$ cat config.mk
export PLATFORM = sky130hd
export DESIGN_NAME = pipelined_addsub
export DESIGN_NICKNAME = d
export VERILOG_FILES = /design/src/rtl/pipelined_addsub_pkg.sv /design/src/rtl/addsub_chunk.sv /design/src/rtl/pipelined_addsub.sv
export SDC_FILE = /design/constraint.sdc
export NUM_CORES = 1
export LEC_CHECK = 0
export CAP_MARGIN = 10
export CORE_MARGIN = 2
export CORE_UTILIZATION = 55
export CTS_CLUSTER_SIZE = 40
export DETAILED_ROUTE_END_ITERATION = 8
export GPL_ROUTABILITY_DRIVEN = 1
export GPL_TIMING_DRIVEN = 0
export PLACE_DENSITY = 0.84
export SLEW_MARGIN = 0
export SYNTH_ARGS = -nofsm -noshare
export SYNTH_HDL_FRONTEND = slang
export SYNTH_SLANG_ARGS = --single-unit
$ cat constraint.sdc
create_clock -name clk -period 5.7 [get_ports clk]
set_input_delay 1.14 -clock clk [delete_from_list [all_inputs] [get_ports clk]]
set_output_delay 1.14 -clock clk [all_outputs]
set_load 0.02 [all_outputs]
$ cat src/rtl/pipelined_addsub_pkg.sv
// rtl/pipelined_addsub_pkg.sv - shared constants and helpers for pipelined_addsub
package pipelined_addsub_pkg;

  localparam logic OP_ADD = 1'b0;
  localparam logic OP_SUB = 1'b1;

  // Bits summed per pipeline stage.
  function automatic int chunk_width(input int width, input int stages);
    return width / stages;
  endfunction

  // The carry chain must split into equal, non-empty chunks.
  function automatic bit params_ok(input int width, input int stages);
    return (stages >= 1) && (stages <= width) && ((width % stages) == 0);
  endfunction

  // One full-adder bit cell: returns {carry_out, sum}.
  function automatic logic [1:0] full_add(input logic x, input logic y, input logic c);
    return {(x & y) | (c & (x ^ y)), x ^ y ^ c};
  endfunction

endpackage

$ cat src/rtl/addsub_chunk.sv
// rtl/addsub_chunk.sv - CHUNK-bit combinational ripple of full-adder cells
module addsub_chunk
  import pipelined_addsub_pkg::*;
#(
  parameter int CHUNK = 4
) (
  input  logic [CHUNK-1:0] a,
  input  logic [CHUNK-1:0] b,
  input  logic             cin,
  output logic [CHUNK-1:0] s,
  output logic             cout,
  output logic             msb_cin
);

  // Ripple the carry through the bit cells; the carry entering the top cell feeds overflow detection.
  always_comb begin
    logic [1:0] fa;
    logic       carry;
    fa      = '0;
    carry   = cin;
    msb_cin = cin;
    s       = '0;
    for (int i = 0; i < CHUNK; i++) begin
      if (i == CHUNK - 1) msb_cin = carry;
      fa    = full_add(a[i], b[i], carry);
      s[i]  = fa[0];
      carry = fa[1];
    end
    cout = carry;
  end

endmodule

$ cat src/rtl/pipelined_addsub.sv
// rtl/pipelined_addsub.sv - WIDTH-bit add/sub with carry chain split over STAGES registered chunks
module pipelined_addsub
  import pipelined_addsub_pkg::*;
#(
  parameter int WIDTH  = 16,
  parameter int STAGES = 4
) (
  input  logic             clk,
  input  logic             rst_n,
  input  logic             in_valid,
  output logic             in_ready,
  input  logic             op_sub,
  input  logic             ci,
  input  logic [WIDTH-1:0] a,
  input  logic [WIDTH-1:0] b,
  output logic             out_valid,
  input  logic             out_ready,
  output logic [WIDTH-1:0] s,
  output logic             co,
  output logic             ovf
);

  localparam int CHUNK = chunk_width(WIDTH, STAGES);

  if (!params_ok(WIDTH, STAGES)) begin : g_param_check
    $error("pipelined_addsub: WIDTH must be a multiple of STAGES with 1 <= STAGES <= WIDTH");
  end

  logic             advance;
  logic [WIDTH-1:0] b_eff;
  logic             cin_eff;

  // The whole pipe moves in lock-step: it stalls only when a finished result is not taken.
  assign advance  = !out_valid || out_ready;
  assign in_ready = advance;

  // Subtraction is a + ~b + !ci; the borrow convention is restored on co at the last stage.
  assign b_eff   = (op_sub == OP_SUB) ? ~b : b;
  assign cin_eff = (op_sub == OP_SUB) ? !ci : ci;

  for (genvar k = 0; k < STAGES; k++) begin : g_stage
    // Values entering this stage, either from the ports or from the previous stage.
    logic             p_valid;
    logic             p_sub;
    logic             p_cin;
    logic [WIDTH-1:0] p_a;
    logic [WIDTH-1:0] p_b;
    logic [WIDTH-1:0] p_s;

    logic [CHUNK-1:0] sum;
    logic             cout;
    logic             msb_cin;
    logic [WIDTH-1:0] s_next;

    // Stage registers: operands keep travelling skewed, finished result chunks travel alongside.
    logic             v_q;
    logic             sub_q;
    logic             c_q;
    logic [WIDTH-1:0] a_q;
    logic [WIDTH-1:0] b_q;
    logic [WIDTH-1:0] s_q;

    if (k == 0) begin : g_src
      assign p_valid = in_valid;
      assign p_sub   = op_sub;
      assign p_cin   = cin_eff;
      assign p_a     = a;
      assign p_b     = b_eff;
      assign p_s     = '0;
    end else begin : g_src
      assign p_valid = g_stage[k-1].v_q;
      assign p_sub   = g_stage[k-1].sub_q;
      assign p_cin   = g_stage[k-1].c_q;
      assign p_a     = g_stage[k-1].a_q;
      assign p_b     = g_stage[k-1].b_q;
      assign p_s     = g_stage[k-1].s_q;
    end

    addsub_chunk #(.CHUNK(CHUNK)) u_chunk (
      .a       (p_a[k*CHUNK +: CHUNK]),
      .b       (p_b[k*CHUNK +: CHUNK]),
      .cin     (p_cin),
      .s       (sum),
      .cout    (cout),
      .msb_cin (msb_cin)
    );

    // Merge this stage's freshly computed chunk into the lower result bits already done.
    always_comb begin
      s_next                    = p_s;
      s_next[k*CHUNK +: CHUNK]  = sum;
    end

    // Shift on advance, hold everything (bubbles included) on stall.
    always_ff @(posedge clk or negedge rst_n) begin
      if (!rst_n) begin
        v_q   <= 1'b0;
        sub_q <= 1'b0;
        c_q   <= 1'b0;
        a_q   <= '0;
        b_q   <= '0;
        s_q   <= '0;
      end else if (advance) begin
        v_q   <= p_valid;
        sub_q <= p_sub;
        c_q   <= cout;
        a_q   <= p_a;
        b_q   <= p_b;
        s_q   <= s_next;
      end
    end

    if (k == STAGES - 1) begin : g_out
      // Operands and inter-stage carry are spent once the top chunk is summed.
      logic unused_ops;
      assign unused_ops = ^{a_q, b_q, c_q, sub_q};

      assign out_valid = v_q;
      assign s         = s_q;

      // Carry/borrow and signed overflow come from the top chunk and line up with s.
      always_ff @(posedge clk or negedge rst_n) begin
        if (!rst_n) begin
          co  <= 1'b0;
          ovf <= 1'b0;
        end else if (advance) begin
          co  <= (p_sub == OP_SUB) ? !cout : cout;
          ovf <= msb_cin ^ cout;
        end
      end
    end else begin : g_mid
      // Only the top chunk's MSB carry matters for overflow.
      logic unused_msb;
      assign unused_msb = msb_cin;
    end
  end

endmodule

==> impl_metrics.json, run 1 <==
{
  "path_cells": "buf_6 > nand2b_4 > buf_12 > buf_2 > clkdlybuf4s50_1",
  "max_freq_mhz": 273.8,
  "grt_pass1_wl_um": 13630,
  "reg2reg_from": "g_stage[2].c_q",
  "period_needed_ns": 3.653,
  "drive_above_1_share_pct": 34.00,
  "met2_usage_pct": 30.98,
  "ys_seq_elements": 100,
  "drtPass1Iterations": 4,
  "r2r-end": "ovf",
  "total_leakage_power_nw": 2.697,
  "ys.warnings.count": 0,
  "arrival_ns": 2.51,
  "grt.busiest_layer": "met2",
  "vdd_drop_max_uv": 299.2,
  "crit_family": "buffers and inverters",
  "avgSynthCellArea_sq_um": 16.88,
  "reg2reg_depth": 8,
  "hold_viol_final": 0,
  "critPathMaxFanout": 10,
  "critPathMaxStageDelay_ns": 0.65,
  "power_density_nw_per_um2": 548.4,
  "final_max_slew_viol_count": 0,
  "dpl.hpwl_um": 5583,
  "fp.dieW_um": 96.71,
  "hold_depth": 1,
  "r2r_slack_ns": 3.13,
  "met3_usage_pct": 2.312,
  "setup_viol": 0,
  "critPathRequiredTime_ns": 4.56,
  "grt_max_degree": 72,
  "final.setup_skew_ns": 0.006762,
  "fp.dieArea_sq_um": 9352,
  "timing.critical_path.to": "in_ready",
  "period_share_pct": 64.08,
  "cts_tree": "done",
  "place_area_sq_um": 5434,
  "post_cts_buffers": 0,
  "path_clk_slew_ns": 0.08,
  "grt_setup_unrepaired": "false",
  "cp-start-kind": "primary input",
  "wl_um": 7908,
  "syn_to_final_growth_pct": 19.75,
  "h-tree-depth": 3,
  "gp_congestion": 0.7406,
  "start_util_pct": 57.24,
  "fin_nets": 401,
  "n_fill_cell": 573,
  "setup.worst_path.start": "out_ready",
  "wire_per_inst_um": 17.38,
  "antenna_found_initial": 0,
  "cp_slowest_cell": "clkdlybuf4s50_1",
  "critPathBufInv": 4,
  "drcViolationCount": 0,
  "numClockSinks": 100,
  "cts_resized": 0,
  "via_per_inst": 5.130,
  "clockRootBuffer": "clkbuf_8",
  "io_buffers": 55,
  "end_kind": "output port",
  "run_status": "finished clean",
  "postCtsHoldBufs": 0,
  "maxSlewHeadroom_pct": 72.98,
  "met1_usage_pct": 24.63,
  "io_pins": 58,
  "syn_area_sq_um": 4727,
  "drtIter0Drc": 47,
  "syn_nets": 334,
  "worst-setup-path-type": "primary input to output port",
  "hold_class": "flop to flop",
  "coreArea_sq_um": 8258,
  "grt_usage_pct": 18.35,
  "num_rows": 33,
  "overflow": 0,
  "holdWs_ns": 0.4811,
  "clk_latency_ns": 0.34,
  "syn_inst": 280,
  "synthDistinctLibCells": 16,
  "die_y_um": 96.71,
  "worst_slew_pin_slew_ns": 0.4052,
  "final_cell_area_sq_um": 5660,
  "ys_seq_area_share_pct": 52.94,
  "grt_pass1_vias": 2672,
  "dr_total_vias": 2334,
  "ant_nets": 0,
  "antennaDiodeCount": 0,
  "worst-path-stages": 5,
  "numCtsBuffers": 9,
  "cts_max_path_buffers": 2,
  "cap_violations": 0
}
-- power breakdown --
part / total (mW) / switching [mW] / internal [mW] / leakage [nW]
clock network: 0.508 / 0.222 / 0.286 / 0.111
registers: 1.24 / 0.212 / 1.03 / 1.16
logic: 1.35 / 0.501 / 0.851 / 1.43
-- kinds of logic after synthesis --
family | Yosys count | synth area share, %
buffers and inverters | 36 | 6.273
multiplexers | 91 | 27.95
AND/OR/NAND/NOR | 10 | 1.694
flip-flops | 100 | 52.94
XOR/XNOR | 19 | 3.520
adder cells (fa/ha/maj) | 16 | 6.776
AO/OA/AOI/OAI | 8 | 0.8470
-- per-layer routing --
layer  wire, um  share of wire [%]  up-vias
met5          0                  0        -
met4        123                1.6        0
li1           -                  -     1058
met1       3565                 45     1224
met2       4042                 51       42
met3        177                2.2       10
-- state kept, by name, indices dropped and copies added, names as in the netlist --
| name | cells |
|---|---|
| out_valid | 1 |
| g_stage.sub_q | 3 |
| ovf | 1 |
| g_stage.s_q | 24 |
| co | 1 |
| g_stage.b_q | 24 |
| g_stage.c_q | 3 |
| g_stage.v_q | 3 |
| s | 16 |
| g_stage.a_q | 24 |
-- synth_stat cells (all sizes together) --
cell / count / area [sq um]
fa: 16 / 320.3
xnor2: 4 / 35.03
nand2b: 2 / 20.02
buf: 14 / 213.9
dfrtp: 100 / 2502
mux2: 88 / 1291
nor3b: 8 / 60.06
mux2i: 3 / 30.03
xor2: 15 / 131.4
a21oi: 8 / 40.04
inv: 22 / 82.58
-- worst register-to-register path, cell delays in order, from the launching register on --
cell,delay [ns]
dfrtp_1,0.42
fa_1,0.44
inv_1,0.08
fa_1,0.18
inv_1,0.05
fa_1,0.43
fa_1,0.44
xor2_1,0.16
mux2_4,0.26
-- placed cells by master, fill, tap and decap left out, types with 2 or more instances in the layout --
master / synthesis / final
mux2_4: 80 / 80
buf_4: 1 / 2
inv_1: 22 / 22
dfrtp_1: 100 / 100
fa_1: 16 / 16
xor2_1: 15 / 15
buf_2: 3 / 3
mux2_2: 8 / 8
xnor2_1: 4 / 4
buf_12: 9 / 9
mux2i_1: 3 / 3
nor3b_1: 8 / 8
a21oi_1: 8 / 8
bufinv_16: 0 / 3
clkbuf_8: 0 / 9
clkdlybuf4s50_1: 0 / 54
-- worst min path at each step --
stage,start,endpoint,slack [ns]
floorplan,g_stage[2].v_q,out_valid,0.43
global placement,g_stage[2].v_q,out_valid,0.46
detailed placement,g_stage[2].v_q,out_valid,0.47
CTS,g_stage[2].v_q,out_valid,0.48
global route,g_stage[2].v_q,out_valid,0.51
finish,g_stage[2].v_q,out_valid,0.48
-- area by class of cell --
class                      instances  area (sq um)  area share (%)
sequential                       100          2502           44.21
multi-input combinational        144          1928           34.06
timing repair buffer              56         575.6           10.17
buffer                            14         214.0           3.780
tap                              105         131.4           2.321
clock buffer                       9         123.9           2.188
clock inverter                     5         102.6           1.813
inverter                          22         82.58           1.459
-- metrics by stage --
stage	cells	setup slack (ns)	total power, mW	util, %	setup TNS, ns
6_report	455	2.047	3.104	68.55	0
5_1_grt	455	1.999	3.293	68.55	0
4_1_cts	455	2.040	3.138	68.55	0
3_5_place_dp	441	1.931	2.605	65.80	0
3_3_place_gp	440	-0.06144	2.538	65.50	-5.533
2_1_floorplan	280	2.152	2.207	-	0
No activity file was read; power rests on OpenSTA's default activity.
==> run 2, diff against run 1 <==
==> constraint.sdc (replaced) <==
create_clock -name clk -period 3.75 [get_ports clk]
set_input_delay 0.75 -clock clk [delete_from_list [all_inputs] [get_ports clk]]
set_output_delay 0.75 -clock clk [all_outputs]
set_load 0.02 [all_outputs]
==> results of run 2 <==
The final DEF is identical to that of run 1. Status: finished clean.
Among the figures that moved: setup slack after placement 1.931 ns -> 0.3708 ns; clock-pin slew on the worst setup and hold paths 0.08 ns -> 0.09 ns; setup slack after layout 2.047 ns -> 0.7653 ns; hold slack 0.4811 ns -> 0.3235 ns; start point of the critical path out_ready -> op_sub; end point of the critical path in_ready -> g_stage[0].s_q[3]; register-to-register setup slack 3.13 ns -> 1.18 ns; total power 3.104 mW -> 4.718 mW; worst IR drop on VDD 299.2 uV -> 454.8 uV
